## config.mk

```make
export PLATFORM = sky130hd
export DESIGN_NAME = sram_rw_port_ctrl
export DESIGN_NICKNAME = d
export VERILOG_FILES = /design/src/rtl/sram_rw_port_ctrl_pkg.sv /design/src/rtl/sram_rw_port_ctrl_resp_fifo.sv /design/src/rtl/sram_rw_port_ctrl.sv
export SDC_FILE = /design/constraint.sdc
export NUM_CORES = 1
export LEC_CHECK = 0
export BUFFER_PORTS_ARGS = -buffer_cell sky130_fd_sc_hd__buf_4
export CAP_MARGIN = 20
export CORE_MARGIN = 4
export CORE_UTILIZATION = 36
export CTS_CLUSTER_DIAMETER = 200
export CTS_CLUSTER_SIZE = 28
export DETAILED_ROUTE_END_ITERATION = 7
export PLACE_DENSITY_LB_ADDON = 0.08
export SYNTH_ARGS = -nofsm -noshare
export SYNTH_HDL_FRONTEND = slang
export SYNTH_SLANG_ARGS = --single-unit
```

## constraint.sdc

```tcl
create_clock -name clock -period 6.35 [get_ports clock]
set_input_delay 0.635 -clock clock [delete_from_list [all_inputs] [get_ports clock]]
set_output_delay 0.635 -clock clock [all_outputs]
set_load 0.005 [all_outputs]
```

## src/rtl/sram_rw_port_ctrl_pkg.sv

```systemverilog
// Shared types and constants for the SRAM RW-port controller.
package sram_rw_port_ctrl_pkg;

   typedef enum logic {
      ST_INIT = 1'b0,
      ST_RUN  = 1'b1
   } ctrl_state_e;

   localparam int unsigned RESP_FIFO_DEPTH = 3;

endpackage

```

## src/rtl/sram_rw_port_ctrl_resp_fifo.sv

```systemverilog
// Small response FIFO holding captured read data; head is presented from storage.
module sram_resp_fifo
   import sram_rw_port_ctrl_pkg::*;
#(
   parameter  int unsigned WIDTH = 60,
   parameter  int unsigned DEPTH = RESP_FIFO_DEPTH,
   localparam int unsigned PTR_W = $clog2(DEPTH),
   localparam int unsigned CNT_W = $clog2(DEPTH + 1)
) (
   input  logic             i_clk,
   input  logic             i_rst_n,
   input  logic             i_push,
   input  logic [WIDTH-1:0] i_wdata,
   input  logic             i_pop,
   output logic [WIDTH-1:0] o_rdata,
   output logic             o_valid,
   output logic [CNT_W-1:0] o_count
);

   localparam logic [PTR_W-1:0] LAST_PTR = PTR_W'(DEPTH - 1);

   logic [WIDTH-1:0] r_mem [DEPTH];
   logic [PTR_W-1:0] r_wr_ptr;
   logic [PTR_W-1:0] r_rd_ptr;
   logic [CNT_W-1:0] r_count;
   logic             w_pop;

   assign w_pop   = i_pop && (r_count != '0);
   assign o_valid = (r_count != '0);
   assign o_count = r_count;
   assign o_rdata = r_mem[r_rd_ptr];

   always_ff @(posedge i_clk or negedge i_rst_n) begin
      if (!i_rst_n) begin
         r_wr_ptr <= '0;
         r_rd_ptr <= '0;
         r_count  <= '0;
      end else begin
         if (i_push) begin
            r_wr_ptr <= (r_wr_ptr == LAST_PTR) ? '0 : r_wr_ptr + 1'b1;
         end
         if (w_pop) begin
            r_rd_ptr <= (r_rd_ptr == LAST_PTR) ? '0 : r_rd_ptr + 1'b1;
         end
         case ({i_push, w_pop})
            2'b10:   r_count <= r_count + 1'b1;
            2'b01:   r_count <= r_count - 1'b1;
            default: r_count <= r_count;
         endcase
      end
   end

   always_ff @(posedge i_clk) begin
      if (i_push) begin
         r_mem[r_wr_ptr] <= i_wdata;
      end
   end

endmodule

```

## src/rtl/sram_rw_port_ctrl.sv

```systemverilog
// Initiator-side controller for a 1-cycle-latency single-port SRAM: optional
// zero-fill after reset, valid/ready requests in, ordered read responses out.
module sram_rw_port_ctrl
   import sram_rw_port_ctrl_pkg::*;
#(
   parameter int unsigned ADDR_W        = 12,
   parameter int unsigned DATA_W        = 60,
   parameter int unsigned MASK_W        = 10,
   parameter int unsigned DEPTH         = 4096,
   parameter bit          INIT_ON_RESET = 1'b1
) (
   input  logic              clock,
   input  logic              reset,
   input  logic              req_valid,
   output logic              req_ready,
   input  logic              req_wmode,
   input  logic [ADDR_W-1:0] req_addr,
   input  logic [MASK_W-1:0] req_wmask,
   input  logic [DATA_W-1:0] req_wdata,
   output logic              resp_valid,
   input  logic              resp_ready,
   output logic [DATA_W-1:0] resp_rdata,
   output logic              init_done,
   output logic              sram_en,
   output logic              sram_wmode,
   output logic [ADDR_W-1:0] sram_addr,
   output logic [MASK_W-1:0] sram_wmask,
   output logic [DATA_W-1:0] sram_wdata,
   input  logic [DATA_W-1:0] sram_rdata
);

   localparam int unsigned       CNT_W       = $clog2(RESP_FIFO_DEPTH + 1);
   localparam logic [ADDR_W-1:0] LAST_ADDR   = ADDR_W'(DEPTH - 1);
   localparam ctrl_state_e       RESET_STATE = INIT_ON_RESET ? ST_INIT : ST_RUN;

   ctrl_state_e       r_state;
   ctrl_state_e       w_state_nxt;
   logic [ADDR_W-1:0] r_init_addr;
   logic              r_init_done;
   logic              r_rd_inflight;
   logic [CNT_W-1:0]  w_fifo_count;
   logic [CNT_W:0]    w_occupancy;
   logic              w_init_last;
   logic              w_req_ready;
   logic              w_fire;

   assign w_init_last = (r_init_addr == LAST_ADDR);
   // In-flight read reserves its FIFO slot so the unconditional capture never overflows.
   assign w_occupancy = (CNT_W + 1)'(w_fifo_count) + (CNT_W + 1)'(r_rd_inflight);
   assign req_ready   = w_req_ready;
   assign init_done   = r_init_done;

   always_ff @(posedge clock or negedge reset) begin
      if (!reset) begin
         r_state       <= RESET_STATE;
         r_init_addr   <= '0;
         r_init_done   <= !INIT_ON_RESET;
         r_rd_inflight <= 1'b0;
      end else begin
         r_state       <= w_state_nxt;
         r_rd_inflight <= w_fire && !req_wmode;
         if (r_state == ST_INIT) begin
            r_init_addr <= r_init_addr + 1'b1;
            if (w_init_last) begin
               r_init_done <= 1'b1;
            end
         end
      end
   end

   // The macro port is gated by the live reset level so it stays idle while reset is held.
   always_comb begin
      w_state_nxt = r_state;
      w_req_ready = 1'b0;
      w_fire      = 1'b0;
      sram_en     = 1'b0;
      sram_wmode  = req_wmode;
      sram_addr   = req_addr;
      sram_wmask  = req_wmask;
      sram_wdata  = req_wdata;
      case (r_state)
         ST_INIT: begin
            sram_en    = reset;
            sram_wmode = 1'b1;
            sram_addr  = r_init_addr;
            sram_wmask = '1;
            sram_wdata = '0;
            if (w_init_last) begin
               w_state_nxt = ST_RUN;
            end
         end
         ST_RUN: begin
            w_req_ready = reset && (w_occupancy < (CNT_W + 1)'(RESP_FIFO_DEPTH));
            w_fire      = req_valid && w_req_ready;
            sram_en     = w_fire;
         end
         default: w_state_nxt = RESET_STATE;
      endcase
   end

   sram_resp_fifo #(
      .WIDTH (DATA_W),
      .DEPTH (RESP_FIFO_DEPTH)
   ) u_resp_fifo (
      .i_clk   (clock),
      .i_rst_n (reset),
      .i_push  (r_rd_inflight),
      .i_wdata (sram_rdata),
      .i_pop   (resp_ready),
      .o_rdata (resp_rdata),
      .o_valid (resp_valid),
      .o_count (w_fifo_count)
   );

endmodule

```

==> flow_summary_export.csv, run 1 <==
group,metric,value,unit
floorplanning,ios,294,
setup_path,cp.arrival,2.21,ns
synth,synth_area_leaders,"edfxtp_1, mux2i_1, dfrtp_1",
route,drtIter0Drc,190,
route,drc,0,
clock_network,post_cts_buffers,0,
timing,fin_crit,2.85,ns
power,irDropWorstVdd,0.177,mV
setup_path,cp-startpoint,"u_resp_fifo.r_rd_ptr[0]$_DFFE_PN0P_",
placed_design,placed_cell_area,0.0108,mm²
synth,synth-edff-count,180,
global_routing,grt_remaining_overflow,0,
timing,rsz0062_at_grt,"no",
timing,holdWs,0.0439,ns
clock_network,clk_pin_slew_worst_paths,0.10,ns
cells_and_area,drive_gt1_share,39.8,%
timing,setup_viol,0,
synth,yosysMostFrequentCell,"edfxtp_1",
timing,tightestPinTransition,0.798,ns
synth,yosysTopAreaCell,"edfxtp_1",
synth,synthFlopType,"edfxtp_1",
timing,fin_setup_tns,0,ns
clock_network,cts-root-buf,"clkbuf_16",
floorplanning,start_util,36.5,%
synth,synthCells,558,
timing,relSlewSlack,46.7,%
floorplanning,core-area,0.0226,mm²
floorplanning,dieWidth,160,µm
setup_path,crit_type,"flip-flop to output port",
clock_network,clk_latency,0.46,ns
power,p_per_area,277,mW/mm²
synth,synth_seq_cells,201,
placed_design,portBuffers,293,
timing,hold_viol,0,
synth,synth_nets,709,
clock_network,postCtsResizedCells,0,
floorplanning,die_area,0.0254,mm²
flow_run,drv_cap,0,
route,vias_per_cell,4.72,
setup_path,cp.required,5.71,ns
synth,netlist-cell-type-count,31,
synth,syn_area_per_cell,14.8,µm²
setup_path,critPathLaunchType,"flip-flop",
global_routing,grt_pass1_vias,5816,
clock_network,h-tree-depth,1,
cells_and_area,nNetsFinal,992,
power,power_leakage,4.51,nW
cells_and_area,multi_input_area,0.00218,mm²
setup_path,crit_fanout,37,
cells_and_area,syn2layout_area_growth,34.6,%
global_routing,grtUsageTotal,16.4,%
placed_design,pre_cts_ws,3.85,ns
cells_and_area,n_fill_cell,1967,
route,dr.pass1.iters,4,
min_path,hold_path.class,"input pin to async pin",
synth,async_flop_share,10.4,%
setup_path,crit_path_end_kind,"output port",
route,routed_wl,21600,µm
synth,ys_top_cells_by_count,"edfxtp_1, nand2_1, o21ai_0",
route,wire_per_inst,19.1,µm
setup_path,rr_worst_depth,3,
cells_and_area,register_area,0.00594,mm²
timing,period_share,44.9,%
synth,ys_warn_count,0,
placed_design,dp_hpwl,15500,µm
global_routing,antenna_found_initial,1,
synth,synth_top_area_share,65.4,%
synth,syn_area,0.00826,mm²
timing,worst_slack,3.50,ns
synth,ys_seq_area_share,71.8,%
clock_network,cts_made_buffers,11,
global_routing,grt_pass1_wl,32800,µm
timing,fin_skew,0.0225,ns
timing,max_freq,351,MHz
clock_network,clock_path_buffers,3,
clock_network,cts_tree,"yes",
setup_path,rr_startpoint,"u_resp_fifo.r_wr_ptr[0]$_DFFE_PN0P_",
floorplanning,die_h,160,µm
global_routing,grt_max_degree,124,
floorplanning,num_rows,55,
route,ant_nets,0,
timing,slew_violations,0,
placed_design,gp_congestion,0.841,
route,vias,5337,
clock_network,cts.sinks,201,
power,power.total,0.00308,W
cells_and_area,stdcell_area,0.0111,mm²
run_status,status,"finished clean",
clock_network,hold_buffers,0,
## report_power, final
group          leakage (nW)  internal (W)  switching (W)
Sequential             1.88       0.00145      0.0000704
Clock                 0.153      0.000335       0.000408
Combinational          2.47      0.000450       0.000364
Total                  4.51       0.00224       0.000843
## path summary, 6_finish.rpt
kind | slack [ns] | endpoint
min in group clock | 0.32 | r_rd_inflight$_DFF_PN0_
max in group asynchronous | 6.05 | r_init_addr[4]$_DFFE_PN0N_
max reg2reg | 4.20 | u_resp_fifo.r_mem[1][50]$_DFFE_PP_
min reg2reg | 0.48 | init_done$_DFFE_PN0P_
min | 0.04 | r_rd_inflight$_DFF_PN0_
max | 3.50 | resp_rdata[50]
## state kept, by name, summed over array words and instances, names as in the netlist
| register | flops |
|---|---|
| u_resp_fifo.o_count | 2 |
| r_rd_inflight | 1 |
| u_resp_fifo.r_wr_ptr | 2 |
| init_done | 1 |
| r_state | 1 |
| r_init_addr | 12 |
| u_resp_fifo.r_rd_ptr | 2 |
| u_resp_fifo.r_mem | 180 |
## critical path: stages, from the launching register on
cell and delay (ns):
dfrtp_4 0.78, buf_16 0.31, mux2i_1 0.11, o21ai_0 0.30
buf_4 0.18
## cells in the final DEF, fill, tap and decap left out, types with 2 or more instances in the layout
cell type    n
buf_4      299
edfxtp_1   180
nand2_1     66
o21ai_0     63
mux2i_1     60
and2_1      60
dfrtp_1     18
mux2_2      12
nand2b_1    11
clkbuf_16   11
xor2_1       8
nor2_1       6
xnor2_1      6
inv_1        5
clkbuf_1     5
nor3_1       4
a21o_1       4
ha_1         4
a41o_1       2
nand3_1      2
buf_16       2
dfrtp_4      2
## metal layers
layer | global-route usage, % | up-vias | share of wire [%]
met4 | 4.34 | 0 | 1.9
met1 | 17.7 | 2557 | 37
met5 | 0 | - | 0
li1 | - | 2575 | -
met2 | 31.4 | 183 | 54
met3 | 4.35 | 22 | 6.9
## kinds of logic after synthesis
family,after synthesis,synth area share (%)
AOI/OAI and AO/OA,71,4.65
xor gates and xnor gates,14,1.48
adders and majority gates,4,0.606
buffers and inverters,36,2.03
DFF,201,71.8
muxes,72,8.90
and+or+nand+nor,160,10.6
## stage by stage
stage | util (%) | instances
2_1_floorplan | - | 558
3_5_place_dp | 47.6 | 1112
5_1_grt | 49.1 | 1131
4_1_cts | 49.0 | 1129
3_3_place_gp | 47.4 | 1111
6_report | 49.1 | 1131
## area by class of cell
| type | count | area share, % |
|---|---|---|
| Sequential cell | 201 | 53.4 |
| Tap cell | 285 | 3.21 |
| Timing Repair Buffer | 301 | 20.7 |
| Clock inverter | 1 | 0.270 |
| Multi-Input combinational cell | 321 | 19.6 |
| Antenna cell | 1 | 0.0225 |
| Inverter | 5 | 0.169 |
| Clock buffer | 16 | 2.64 |
No activity file was read; power rests on OpenSTA's default activity.
==> run 2: changes to the inputs <==
==> constraint.sdc (replaced) <==
create_clock -name clock -period 2.4 [get_ports clock]
set_input_delay 0.24 -clock clock [delete_from_list [all_inputs] [get_ports clock]]
set_output_delay 0.24 -clock clock [all_outputs]
set_load 0.005 [all_outputs]
==> flow_summary_export.csv, run 2 (synthesis results as in run 1) <==
group,metric,value,unit
cells_and_area,n_fill_cell,1951,
cells_and_area,multi_input_area,0.00220,mm²
route,vias,5584,
cells_and_area,nNetsFinal,1059,
global_routing,grt_use_met2,31.1,%
power,irDropWorstVdd,0.349,mV
setup_path,cp.arrival,2.06,ns
setup_path,ff2ff_setup_slack,0.71,ns
route,drc,0,
global_routing,grt_use_met1,17.5,%
clock_network,cts_tree,"yes",
cells_and_area,stdcell_area,0.0118,mm²
clock_network,postCtsResizedCells,0,
route,vias_per_cell,4.66,
global_routing,antenna_found_initial,0,
route,routed_wl,21100,µm
timing,setup_viol,0,
floorplanning,die_h,160,µm
route,ant_nets,0,
timing,max_freq,435,MHz
placed_design,placed_cell_area,0.0109,mm²
timing,fin_crit,2.30,ns
clock_network,cts_made_buffers,11,
global_routing,busiest_layer,"met2",
cells_and_area,largest_reg_flops,180,
route,drtIter0Drc,173,
global_routing,grtUsageTotal,16.1,%
timing,rsz0062_at_grt,"no",
placed_design,pre_cts_ws,0.489,ns
timing,worst_slack,0.103,ns
global_routing,grt_pass1_vias,5914,
placed_design,portBuffers,293,
flow_run,drv_cap,0,
min_path,min_to,"r_rd_inflight$_DFF_PN0_",
cells_and_area,register_area,0.00594,mm²
floorplanning,core-area,0.0226,mm²
placed_design,dp_hpwl,15200,µm
timing,holdWs,0.113,ns
clock_network,clk_latency,0.45,ns
setup_path,r2r-end,"u_resp_fifo.o_count[1]$_DFFE_PN0P_",
global_routing,grt_pass1_wl,32500,µm
min_path,hold_path.class,"input pin to flip-flop",
cells_and_area,final_common_cell,"buf_4",
global_routing,grt_remaining_overflow,0,
route,wire_per_inst,17.6,µm
setup_path,rr_startpoint,"u_resp_fifo.o_count[0]$_DFFE_PN0P_",
setup_path,crit_fanout,5,
placed_design,gp_congestion,0.931,
global_routing,grt_max_degree,62,
cells_and_area,antenna_cells,0,
floorplanning,die_area,0.0254,mm²
cells_and_area,syn2layout_area_growth,43.3,%
floorplanning,dieWidth,160,µm
floorplanning,start_util,36.5,%
power,p_per_area,694,mW/mm²
cells_and_area,top_regs,"u_resp_fifo.r_mem (180), r_init_addr (12)",
setup_path,critPathLaunchType,"flip-flop",
timing,hold_viol,0,
cells_and_area,regMostFlops,"u_resp_fifo.r_mem",
clock_network,cts-root-buf,"clkbuf_16",
route,dr.pass1.iters,5,
timing,relSlewSlack,63.7,%
cells_and_area,drive_gt1_share,37.4,%
floorplanning,num_rows,55,
clock_network,h-tree-depth,1,
power,power.total,0.00821,W
power,power_leakage,4.79,nW
min_path,hold_depth,4,
setup_path,cp.required,2.16,ns
timing,slew_violations,0,
cells_and_area,final_cell_mix,"buf_4, edfxtp_1, nand2_1",
setup_path,rr_worst_depth,5,
setup_path,crit_path_end_kind,"output port",
run_status,status,"finished clean",
timing,period_share,95.7,%
clock_network,clk_pin_slew_worst_paths,0.10,ns
global_routing,use_met3,4.09,%
timing,fin_skew,0.0236,ns
floorplanning,ios,294,
clock_network,clock_path_buffers,3,
timing,tightestPinTransition,0.539,ns
min_path,min_from,"req_valid",
clock_network,cts.sinks,201,
cells_and_area,final_util,52.3,%
setup_path,crit_type,"flip-flop to output port",
[run 2: critical path: stages, from the launching register on]
cell      delay [ns]
dfrtp_1         0.45
ha_1            0.21
ha_1            0.28
a2111o_1        0.43
o21ai_0         0.09
buf_4           0.15
[run 2: worst max path at each step]
stage / slack, ns / startpoint / cells past startpoint / end
after floorplan: -0.87 / u_resp_fifo.r_wr_ptr[1]$_DFFE_PN0P_ / 1 / u_resp_fifo.r_mem[0][0]$_DFFE_PP_
after global placement: 0.49 / u_resp_fifo.r_rd_ptr[0]$_DFFE_PN0P_ / 4 / resp_rdata[24]
after detailed placement: 0.49 / u_resp_fifo.r_rd_ptr[0]$_DFFE_PN0P_ / 4 / resp_rdata[10]
after CTS: 0.07 / u_resp_fifo.o_count[0]$_DFFE_PN0P_ / 5 / sram_en
after global routing: 0.01 / u_resp_fifo.o_count[0]$_DFFE_PN0P_ / 5 / sram_en
final: 0.10 / u_resp_fifo.o_count[0]$_DFFE_PN0P_ / 5 / sram_en
[run 2: repair_timing]
item / CTS / global route
hold endpoints to repair: 202 / 0
endpoints found under the setup margin: 12 / 0
hold buffers: 62 / 0
buffers inserted: 1 / 0
[run 2: power by group]
group          internal, W  switching (W)  leakage (nW)
Combinational      0.00128       0.000982          2.76
Clock             0.000885        0.00104         0.153
Sequential         0.00385       0.000181          1.88
[run 2: cell type report]
cell class                 instances  area share, %
inverter                           5          0.159
clock inverter                     1          0.254
sequential                       201           50.2
timing repair buffer             368           25.4
clock buffer                      16           2.48
multi-input combinational        321           18.5
tap                              285           3.01
[run 2: stage by stage]
step	setup TNS (ns)	cells
3_3_place_gp	0	1117
5_1_grt	0	1197
4_1_cts	0	1197
3_5_place_dp	0	1117
2_1_floorplan	-109.30	558
6_report	0	1197
[run 2: per-layer routing]
layer,up-vias,part of all wire (%),routed length [µm]
li1,2708,-,-
met1,2667,37,7770
met2,190,55,11600
met3,19,6.7,1410
met4,0,1.7,357
met5,-,0,0
